## src/rtl/riscv_pipe_pkg.sv

```systemverilog
// Shared pipeline types for the hazard controller: scoreboard slot layouts,
// forwarding-source encoding and the write-hazard predicate.
package riscv_pipe_pkg;

    localparam int unsigned RF_AW = 5;

    typedef struct packed {
        logic             valid;
        logic [RF_AW-1:0] rd;
        logic             wb_en;
        logic             from_mem;
    } hz_slot_t;

    typedef struct packed {
        hz_slot_t         hz;
        logic [RF_AW-1:0] rs1;
        logic [RF_AW-1:0] rs2;
        logic             use_rs1;
        logic             use_rs2;
    } ex_slot_t;

    typedef enum logic [1:0] {
        FWD_RF  = 2'd0,
        FWD_MEM = 2'd1,
        FWD_WB  = 2'd2
    } fwd_sel_t;

    // A slot only matters for hazards when it really writes a non-x0 register.
    function automatic logic is_hazard_src(input hz_slot_t s);
        return s.valid && s.wb_en && (s.rd != {RF_AW{1'b0}});
    endfunction

endpackage

```

## src/rtl/fwd_select.sv

```systemverilog
// Forwarding-source choice for one EX operand; MEM wins over WB because it
// holds the younger write, and a load in MEM is never a forwarding source.
module fwd_select
    import riscv_pipe_pkg::*;
#(
    parameter int unsigned AW = 5
) (
    input  logic          use_rs,
    input  logic [AW-1:0] rs,
    input  logic          mem_hazard,
    input  logic [AW-1:0] mem_rd,
    input  logic          mem_from_mem,
    input  logic          wb_hazard,
    input  logic [AW-1:0] wb_rd,
    output logic [1:0]    sel
);

    fwd_sel_t sel_s;

    // Priority chain: unused/x0 operand, then MEM ALU result, then WB data.
    always_comb begin
        sel_s = FWD_RF;
        if (!use_rs || (rs == {AW{1'b0}})) begin
            sel_s = FWD_RF;
        end else if (mem_hazard && (mem_rd == rs) && !mem_from_mem) begin
            sel_s = FWD_MEM;
        end else if (wb_hazard && (wb_rd == rs)) begin
            sel_s = FWD_WB;
        end else begin
            sel_s = FWD_RF;
        end
    end

    assign sel = sel_s;

endmodule

```

## src/rtl/hazard_controller.sv

```systemverilog
// Pipeline hazard controller: tracks in-flight writes in EX/MEM/WB and drives
// stall, bubble, flush, freeze and operand forwarding for the 5-stage core.
module hazard_controller
    import riscv_pipe_pkg::*;
#(
    parameter int unsigned XREG_AW = 5
) (
    input  logic               clk,
    input  logic               rst,
    input  logic               id_valid,
    input  logic [XREG_AW-1:0] id_rs1_addr,
    input  logic [XREG_AW-1:0] id_rs2_addr,
    input  logic [XREG_AW-1:0] id_rd_addr,
    input  logic               id_use_rs1,
    input  logic               id_use_rs2,
    input  logic               id_writeback_en,
    input  logic               id_writeback_from_mem,
    input  logic               ex_redirect,
    input  logic               mem_busy,
    output logic               stall_if,
    output logic               stall_id,
    output logic               bubble_ex,
    output logic               flush_if_id,
    output logic               freeze,
    output logic [1:0]         fwd_rs1_sel,
    output logic [1:0]         fwd_rs2_sel
);

    ex_slot_t   ex_slot_r;
    hz_slot_t   mem_slot_r;
    hz_slot_t   wb_slot_r;

    ex_slot_t   id_slot_s;
    logic       lu_s;
    logic       redirect_s;
    logic [1:0] sel_rs1_s;
    logic [1:0] sel_rs2_s;

    // Pack the decoder fields into the EX slot layout (addresses sized to the slot).
    always_comb begin
        id_slot_s             = '0;
        id_slot_s.hz.valid    = id_valid;
        id_slot_s.hz.rd       = RF_AW'(id_rd_addr);
        id_slot_s.hz.wb_en    = id_writeback_en;
        id_slot_s.hz.from_mem = id_writeback_from_mem;
        id_slot_s.rs1         = RF_AW'(id_rs1_addr);
        id_slot_s.rs2         = RF_AW'(id_rs2_addr);
        id_slot_s.use_rs1     = id_use_rs1;
        id_slot_s.use_rs2     = id_use_rs2;
    end

    // Load-use detection against the load currently in EX, and redirect qualification.
    always_comb begin
        lu_s = 1'b0;
        if (id_valid && is_hazard_src(ex_slot_r.hz) && ex_slot_r.hz.from_mem) begin
            lu_s = (id_use_rs1 && (id_slot_s.rs1 == ex_slot_r.hz.rd)) ||
                   (id_use_rs2 && (id_slot_s.rs2 == ex_slot_r.hz.rd));
        end else begin
            lu_s = 1'b0;
        end
        redirect_s = ex_redirect && ex_slot_r.hz.valid;
    end

    // Control outputs in priority order: reset, memory freeze, redirect, load-use.
    always_comb begin
        stall_if    = 1'b0;
        stall_id    = 1'b0;
        bubble_ex   = 1'b0;
        flush_if_id = 1'b0;
        freeze      = 1'b0;
        if (rst) begin
            flush_if_id = 1'b1;
            bubble_ex   = 1'b1;
        end else if (mem_busy) begin
            freeze   = 1'b1;
            stall_if = 1'b1;
            stall_id = 1'b1;
        end else if (redirect_s) begin
            flush_if_id = 1'b1;
            bubble_ex   = 1'b1;
        end else if (lu_s) begin
            stall_if  = 1'b1;
            stall_id  = 1'b1;
            bubble_ex = 1'b1;
        end else begin
            stall_if = 1'b0;
        end
    end

    // Scoreboard advance; a freeze holds every slot so forwarding stays stable.
    always_ff @(posedge clk) begin
        if (rst) begin
            ex_slot_r  <= '0;
            mem_slot_r <= '0;
            wb_slot_r  <= '0;
        end else if (!mem_busy) begin
            wb_slot_r  <= mem_slot_r;
            mem_slot_r <= ex_slot_r.hz;
            ex_slot_r  <= (bubble_ex || !id_valid) ? ex_slot_t'('0) : id_slot_s;
        end else begin
            ex_slot_r <= ex_slot_r;
        end
    end

    fwd_select #(.AW(RF_AW)) u_fwd_rs1 (
        .use_rs       (ex_slot_r.use_rs1),
        .rs           (ex_slot_r.rs1),
        .mem_hazard   (is_hazard_src(mem_slot_r)),
        .mem_rd       (mem_slot_r.rd),
        .mem_from_mem (mem_slot_r.from_mem),
        .wb_hazard    (is_hazard_src(wb_slot_r)),
        .wb_rd        (wb_slot_r.rd),
        .sel          (sel_rs1_s)
    );

    fwd_select #(.AW(RF_AW)) u_fwd_rs2 (
        .use_rs       (ex_slot_r.use_rs2),
        .rs           (ex_slot_r.rs2),
        .mem_hazard   (is_hazard_src(mem_slot_r)),
        .mem_rd       (mem_slot_r.rd),
        .mem_from_mem (mem_slot_r.from_mem),
        .wb_hazard    (is_hazard_src(wb_slot_r)),
        .wb_rd        (wb_slot_r.rd),
        .sel          (sel_rs2_s)
    );

    // Forwarding is forced to the register file while reset is held.
    always_comb begin
        fwd_rs1_sel = 2'd0;
        fwd_rs2_sel = 2'd0;
        if (rst) begin
            fwd_rs1_sel = 2'd0;
            fwd_rs2_sel = 2'd0;
        end else begin
            fwd_rs1_sel = sel_rs1_s;
            fwd_rs2_sel = sel_rs2_s;
        end
    end

endmodule

```

## config.mk

```make
export PLATFORM = sky130hd
export DESIGN_NAME = hazard_controller
export DESIGN_NICKNAME = d
export VERILOG_FILES = /design/src/rtl/riscv_pipe_pkg.sv /design/src/rtl/fwd_select.sv /design/src/rtl/hazard_controller.sv
export SDC_FILE = /design/constraint.sdc
export NUM_CORES = 1
export LEC_CHECK = 0
export BUFFER_PORTS_ARGS = -buffer_cell sky130_fd_sc_hd__buf_2
export CORE_MARGIN = 3
export CORE_UTILIZATION = 31
export CTS_CLUSTER_SIZE = 10
export DETAILED_ROUTE_END_ITERATION = 8
export PLACE_DENSITY = 0.5
export SLEW_MARGIN = 15
export SYNTH_ARGS = -nofsm -noshare
export SYNTH_HDL_FRONTEND = slang
export SYNTH_SLANG_ARGS = --single-unit
```

## constraint.sdc

```tcl
create_clock -name clk -period 2 [get_ports clk]
set_clock_uncertainty 0.2 [all_clocks]
set_input_delay 0.2 -clock clk [delete_from_list [all_inputs] [get_ports clk]]
set_output_delay 0.2 -clock clk [all_outputs]
set_load 0.02 [all_outputs]
```

==> flow_metrics.tcl, run 1 <==
set metrics [dict create \
    syn_area_um2 1672 \
    post-route-min-period_ps 2170 \
    clock_latency_ps 280 \
    yosysTopAreaCellShare_pct 41.92 \
    drt-total-wl_um 4512 \
    dr_total_vias 1496 \
    drc 0 \
    cp-end-kind "primary output" \
    gr-total-overflow 0 \
    cp_slowest_cell "or4_4" \
    crit_path_max_fanout 2 \
    yosysWarnings 0 \
    grt_pass1_vias 1507 \
    grt_usage_pct 15.03 \
    status "finished, violations left" \
    antenna_cells 0 \
    areaGrowthSynthToFinish_pct 47.23 \
    worstMarginPinSlew_ps 497.3 \
    clk_pin_slew_ps 70 \
    cts_buffers 5 \
    routed_via_density 4.810 \
    report.final.hold_viol_count 0 \
    syn_inst 172 \
    fin_crit_sh_pct 108.5 \
    cp_data_required_time_ps 1600 \
    crit_chain "or4_4, nor2_4, nor3_2, nand4_1, nor4b_4, buf_4" \
    slew_headroom_pct 66.74 \
    ys_types 26 \
    crit_family "simple AND/OR/NAND/NOR gates" \
    fmax_ghz 0.4609 \
    maxCapViolCount 0 \
    grt_max_degree 25 \
    wl_per_cell_um 14.51 \
    hpwl_um 3172 \
    layout-drive-gt1-share_pct 36.51 \
    rsz0062_at_grt "yes" \
    cts_tree "yes" \
    cpPeakStageDelay_ps 540 \
    finalCoreUtilization_pct 47.58 \
    io_pins 33 \
    synth_nets 196 \
    reg2reg_slack_ps 170 \
    clockBufferDepth 2 \
    grt_pass1_wl_um 7369 \
    register_area_um2 723.2 \
    cts.sinks 35 \
    syn_avg_cell_area_um2 9.719 \
    core_um2 5172 \
    die_x_um 79.43 \
    die_y_um 79.43 \
    rows 26 \
    powerDensity_nw_per_um2 609.6 \
    cp-start-kind "register" \
    root_buffer "clkbuf_8" \
    violations "setup timing" \
    worstSetupPathType "register to primary output" \
    path_buf_inv 1 \
    synth-seq-area-share_pct 41.92 \
    nFillCells 503 \
    slew_violations 0 \
    final_cell_mix "buf_2, dfxtp_1, buf_4" \
    final_common_cell "buf_2" \
    cp.arrival_ps 1770 \
    nets 265 \
    synth_seq_cells 35 \
    drt-initial-drc-count 41 \
    setup_viol 7 \
    antenna_found_initial 0 \
    start_util_pct 32.32 \
    synth.area.mux_share_pct 8.383 \
    cts_max_level 2 \
    io_buffers 32 \
    gp_congestion 0.7515 \
    hold_class "input port to register" \
    multi_input_area_um2 1035 \
    leakagePower_uw 0.001090 \
    synth_top_family_by_area "XOR/XNOR gates" \
    dieArea_um2 6309 \
    drt_first_pass_iters 4 \
    yosys.area_share.simple_pct 15.34 \
    synth_top_area_cell "dfxtp_1" \
    synth_xor_area_share_pct 15.72 \
    vdd_drop_max_mv 0.3713 \
    synthAdderAreaFrac_pct 0 \
    drtAntennaViolNets 0 \
    synth.area.top_cells "dfxtp_1, xnor2_1, mux2i_1, a22o_1, xor2_1" \
    setup_tns_ps -675.3 \
    synth-compound-area-share_pct 14.75 \
    fin_ws_ps -169.9 \
]
cells in the mapped netlist:
| cell type | instances |
|---|---|
| nand4_1 | 4 |
| nor2_1 | 19 |
| a22o_1 | 15 |
| xnor2_1 | 18 |
| o22ai_2 | 1 |
| nor2b_1 | 2 |
| nand4_2 | 1 |
| or4_1 | 4 |
| xor2_1 | 12 |
| nor4b_1 | 2 |
| a21oi_1 | 4 |
| a21o_1 | 1 |
| inv_1 | 1 |
| a211oi_4 | 1 |
| o21ai_0 | 3 |
| o21ai_1 | 1 |
| nor3_1 | 8 |
| nand2_1 | 10 |
| buf_4 | 2 |
| dfxtp_1 | 35 |
| buf_2 | 1 |
| nand3_1 | 2 |
| o2bb2ai_1 | 4 |
| buf_6 | 2 |
| clkbuf_1 | 5 |
| mux2i_1 | 14 |
stage by stage:
| stage | hold slack (ps) | setup slack [ps] | cell area, µm² | total power, µW | instances |
|---|---|---|---|---|---|
| after floorplan | 116.9 | 73.03 | 1684 | 872.5 | 172 |
| after global placement | 208.8 | -66.60 | 1998 | 945.7 | 281 |
| after detailed placement | 213.7 | -47.32 | 1998 | 945.5 | 281 |
| after CTS | 53.61 | -199.6 | 2355 | 1501 | 308 |
| after global routing | 130.5 | -258.4 | 2461 | 1570 | 311 |
| final | 63.40 | -169.9 | 2461 | 1500 | 311 |
per-layer routing:
metal  vias up  GRT usage [%]  wire length, µm
met3         6          2.709              200
met1       696          21.25             2254
met4         0          7.045               55
li1        756              -                -
met5         -              0                0
met2        38          21.95             2002
power by group:
| group | switching (µW) | total [µW] | internal, µW |
|---|---|---|---|
| Clock | 243 | 513 | 270 |
| Combinational | 114 | 244 | 131 |
| Sequential | 27.3 | 743 | 716 |
kinds of logic (layout without fill, tap and decap cells):
family	Yosys count	after routing
AND/OR/NAND/NOR	52	52
flip-flops	35	35
XOR/XNOR	30	30
multiplexers	14	14
buffers and inverters	11	79
AO/OA/AOI/OAI	30	31
sequential cells by signal (all words and copies together) (netlist names):
name	count
ex_slot_r	20
mem_slot_r	8
wb_slot_r	7
layout make-up:
cell class | instances | share of cell area, %
repair buffers | 71 | 21.30
inverters | 1 | 0.1525
clock inverters | 1 | 0.2034
flip-flops and latches | 35 | 29.38
multi-input cells | 127 | 42.04
well taps | 70 | 3.559
clock buffers | 6 | 3.355
final timing paths:
path | end | cells after the start | startpoint
max | fwd_rs2_sel[1] | 6 | mem_slot_r[5]$_SDFFE_PP0N_
min | mem_slot_r[7]$_SDFFE_PP0N_ | 4 | mem_busy
max reg2reg | ex_slot_r[18]$_SDFFE_PP0N_ | 5 | ex_slot_r[19]$_SDFFE_PP0N_
min reg2reg | wb_slot_r[1]$_SDFFE_PP0N_ | 2 | wb_slot_r[1]$_SDFFE_PP0N_
worst register-to-register path, cell delays in order, from the launching register on:
cell      delay, ps
dfxtp_1         340
nor2b_1         150
a21oi_1         240
nand2_1         190
a211oi_4        450
a22o_1          200
repair_timing:
action / 4_1_cts / 5_1_grt
hold buffers: 19 / 0
hold endpoints to repair: 19 / 0
gates cloned: 1 / 0
setup endpoints to repair: 26 / 17
setup buffers: 0 / 3
resized for setup: 18 / 25
pin swaps: 6 / 8
Power figures use the tool's default switching activity.
==> run 2: changes to the inputs <==
--- a/config.mk
+++ b/config.mk
@@ -5,12 +5,14 @@
 export SDC_FILE = /design/constraint.sdc
 export NUM_CORES = 1
 export LEC_CHECK = 0
+export ABC_AREA = 1
 export BUFFER_PORTS_ARGS = -buffer_cell sky130_fd_sc_hd__buf_2
 export CORE_MARGIN = 3
 export CORE_UTILIZATION = 31
 export CTS_CLUSTER_SIZE = 10
 export DETAILED_ROUTE_END_ITERATION = 8
-export PLACE_DENSITY = 0.5
+export PLACE_DENSITY = 0.49
+export RECOVER_POWER = 50
 export SLEW_MARGIN = 15
 export SYNTH_ARGS = -nofsm -noshare
 export SYNTH_HDL_FRONTEND = slang
==> flow_metrics.tcl, run 2 <==
set metrics [dict create \
    largest_reg_flops 20 \
    ys_top_cells_by_count "nand2_1, dfxtp_1, nor2_1" \
    ys_types 29 \
    worstSetupPathType "register to primary output" \
    clk_pin_slew_ps 70 \
    clkPwrFrac_pct 33.2 \
    yosysMostFrequentCell "nand2_1" \
    drtAntennaViolNets 0 \
    drt_first_pass_iters 4 \
    synth_top_area_cell "dfxtp_1" \
    register_area_um2 732.0 \
    fin_cells 414 \
    layout-drive-gt1-share_pct 29.82 \
    hold_class "input port to register" \
    clockBufferDepth 2 \
    p_total_uw 1564 \
    antenna_cells 0 \
    root_buffer "clkbuf_8" \
    final_cell_mix "nand2_1, buf_2, nor2_1" \
    synth-seq-area-share_pct 36.67 \
    net-switching-power_uw 441.7 \
    clock_latency_ps 280 \
    cts.sinks 35 \
    dp.cells 392 \
    slew_headroom_pct 77.40 \
    sw_frac_of_total_pct 28.24 \
    synth.area.top_cells "dfxtp_1, nand2_1, nand4_1, nor2_1, o21ai_0" \
    areaGrowthSynthToFinish_pct 31.50 \
    cts_buffers 5 \
    worstMarginPinSlew_ps 335.4 \
    synth-edff-count 0 \
    fin_crit_sh_pct 96.72 \
    vdd_drop_max_mv 0.2484 \
    nets 366 \
    combPwrFrac_pct 17.7 \
    gr-total-overflow 0 \
    cp_slowest_cell "dfxtp_1" \
    cp-start-kind "register" \
    reg_top3 "ex_slot_r x20, mem_slot_r x8, wb_slot_r x7" \
    final_common_cell "nand2_1" \
    start_util_pct 33.27 \
    reg2reg_slack_ps 300 \
    report.final.hold_viol_count 0 \
    syn_area_um2 1911 \
    dieArea_um2 7141 \
    gp_congestion 0.8369 \
    p_int_uw 1123 \
    crit_path_max_fanout 5 \
    grt_pass1_wl_um 8949 \
    drt-total-wl_um 5491 \
    crit_chain "xnor2_1, nand2_1, nor2_2, nand2_1, nor2_2, nor3b_2, buf_4" \
    syn_avg_cell_area_um2 6.521 \
    nFillCells 635 \
    io_pins 33 \
    syn_inst 293 \
    slew_violations 0 \
    drt-initial-drc-count 84 \
    maxCapViolCount 0 \
    rsz0062_at_grt "yes" \
    powerDensity_nw_per_um2 622.7 \
    core_um2 5743 \
    top_register "ex_slot_r" \
    drc 0 \
    p_seq_share_pct 49.1 \
    die_x_um 84.51 \
    cp.arrival_ps 1530 \
    antenna_found_initial 0 \
    multi_input_area_um2 1081 \
    wl_per_cell_um 13.26 \
    hpwl_um 4104 \
    leakagePower_uw 0.001208 \
    cts_max_level 2 \
    synth_seq_cells 35 \
    synth_nets 317 \
    cpPeakStageDelay_ps 410 \
    synth_async_sr_flop_share_pct 0 \
    whs_ps 6.263 \
    die_y_um 84.51 \
    yosysWarnings 0 \
    cts_tree "yes" \
    cp-end-kind "primary output" \
    grt_usage_pct 15.62 \
    routed_via_density 4.761 \
    status "completed" \
    io_buffers 32 \
    dr_total_vias 1971 \
    grt_pass1_vias 1831 \
    cp_data_required_time_ps 1600 \
    post-route-min-period_ps 1934 \
    fmax_ghz 0.5169 \
    synth_ff_type "dfxtp_1" \
    rows 27 \
    grt_max_degree 36 \
    yosysTopAreaCellShare_pct 36.67 \
    setup_viol 0 \
]
-- run 2: kinds of logic after synthesis --
logic type / after synthesis / synth area share (%)
simple gates: 166 / 37.98
xor+xnor: 8 / 3.667
compound gates: 38 / 10.87
flops: 35 / 36.67
buf+inv: 46 / 10.81
-- run 2: layout make-up --
class                           instances  share of cell area, %
Timing Repair Buffer                   55                  15.64
Sequential cell                        35                  29.13
Tap cell                               72                  3.586
Inverter                               33                  5.129
Clock buffer                            6                  3.287
Clock inverter                          1                 0.1992
Multi-Input combinational cell        212                  43.03
-- run 2: power groups by stage --
stage,clock (µW),combinational (µW),sequential [µW]
final,519,277,768
after global placement,0,242,784
after detailed placement,0,240,784
after global routing,569,312,773
after floorplan,0,163,772
after CTS,535,256,769
-- run 2: final timing paths --
path,from,endpoint,cells past startpoint
hold reg to reg,ex_slot_r[0]$_SDFFE_PP0N_,ex_slot_r[0]$_SDFFE_PP0N_,2
hold / removal,id_rs2_addr[4],ex_slot_r[6]$_SDFFE_PP0N_,3
setup reg to reg,ex_slot_r[18]$_SDFFE_PP0N_,ex_slot_r[0]$_SDFFE_PP0N_,11
setup / recovery,mem_slot_r[5]$_SDFFE_PP0N_,fwd_rs1_sel[0],7
-- run 2: critical path: cells and delay by family (launching register included) --
family / cells / cell delay [ps]
AND/OR/NAND/NOR: 5 / 550
flip-flops: 1 / 410
buffers and inverters: 1 / 160
XOR/XNOR: 1 / 140
-- run 2: per-stage QoR --
stage	setup slack [ps]	utilization, %	TNS, ps	area (µm²)
floorplan	192.4	-	0	1911
global placement	158.9	37.67	0	2163
detailed placement	151.4	37.67	0	2163
CTS	1.392	41.15	0	2364
global route	-93.86	43.75	-163.3	2512
finish	65.53	43.75	0	2512
-- run 2: routing by layer --
| layer | wire length (µm) | vias up | global-route usage (%) | part of all wire (%) |
|---|---|---|---|---|
| met5 | 0 | - | 0 | 0 |
| met4 | 61 | 0 | 4.317 | 1.1 |
| met3 | 206 | 7 | 3.042 | 3.8 |
| met2 | 2517 | 38 | 25.20 | 46 |
| met1 | 2706 | 881 | 21.23 | 49 |
| li1 | - | 1045 | - | - |
-- run 2: repair_timing --
action	4_1_cts	5_1_grt
cloned	0	0
endpoints found under the hold margin	9	0
hold buffers	9	0
pin swaps	0	11
endpoints found under the setup margin	5	7
setup buffers	0	6
resized for setup	11	39
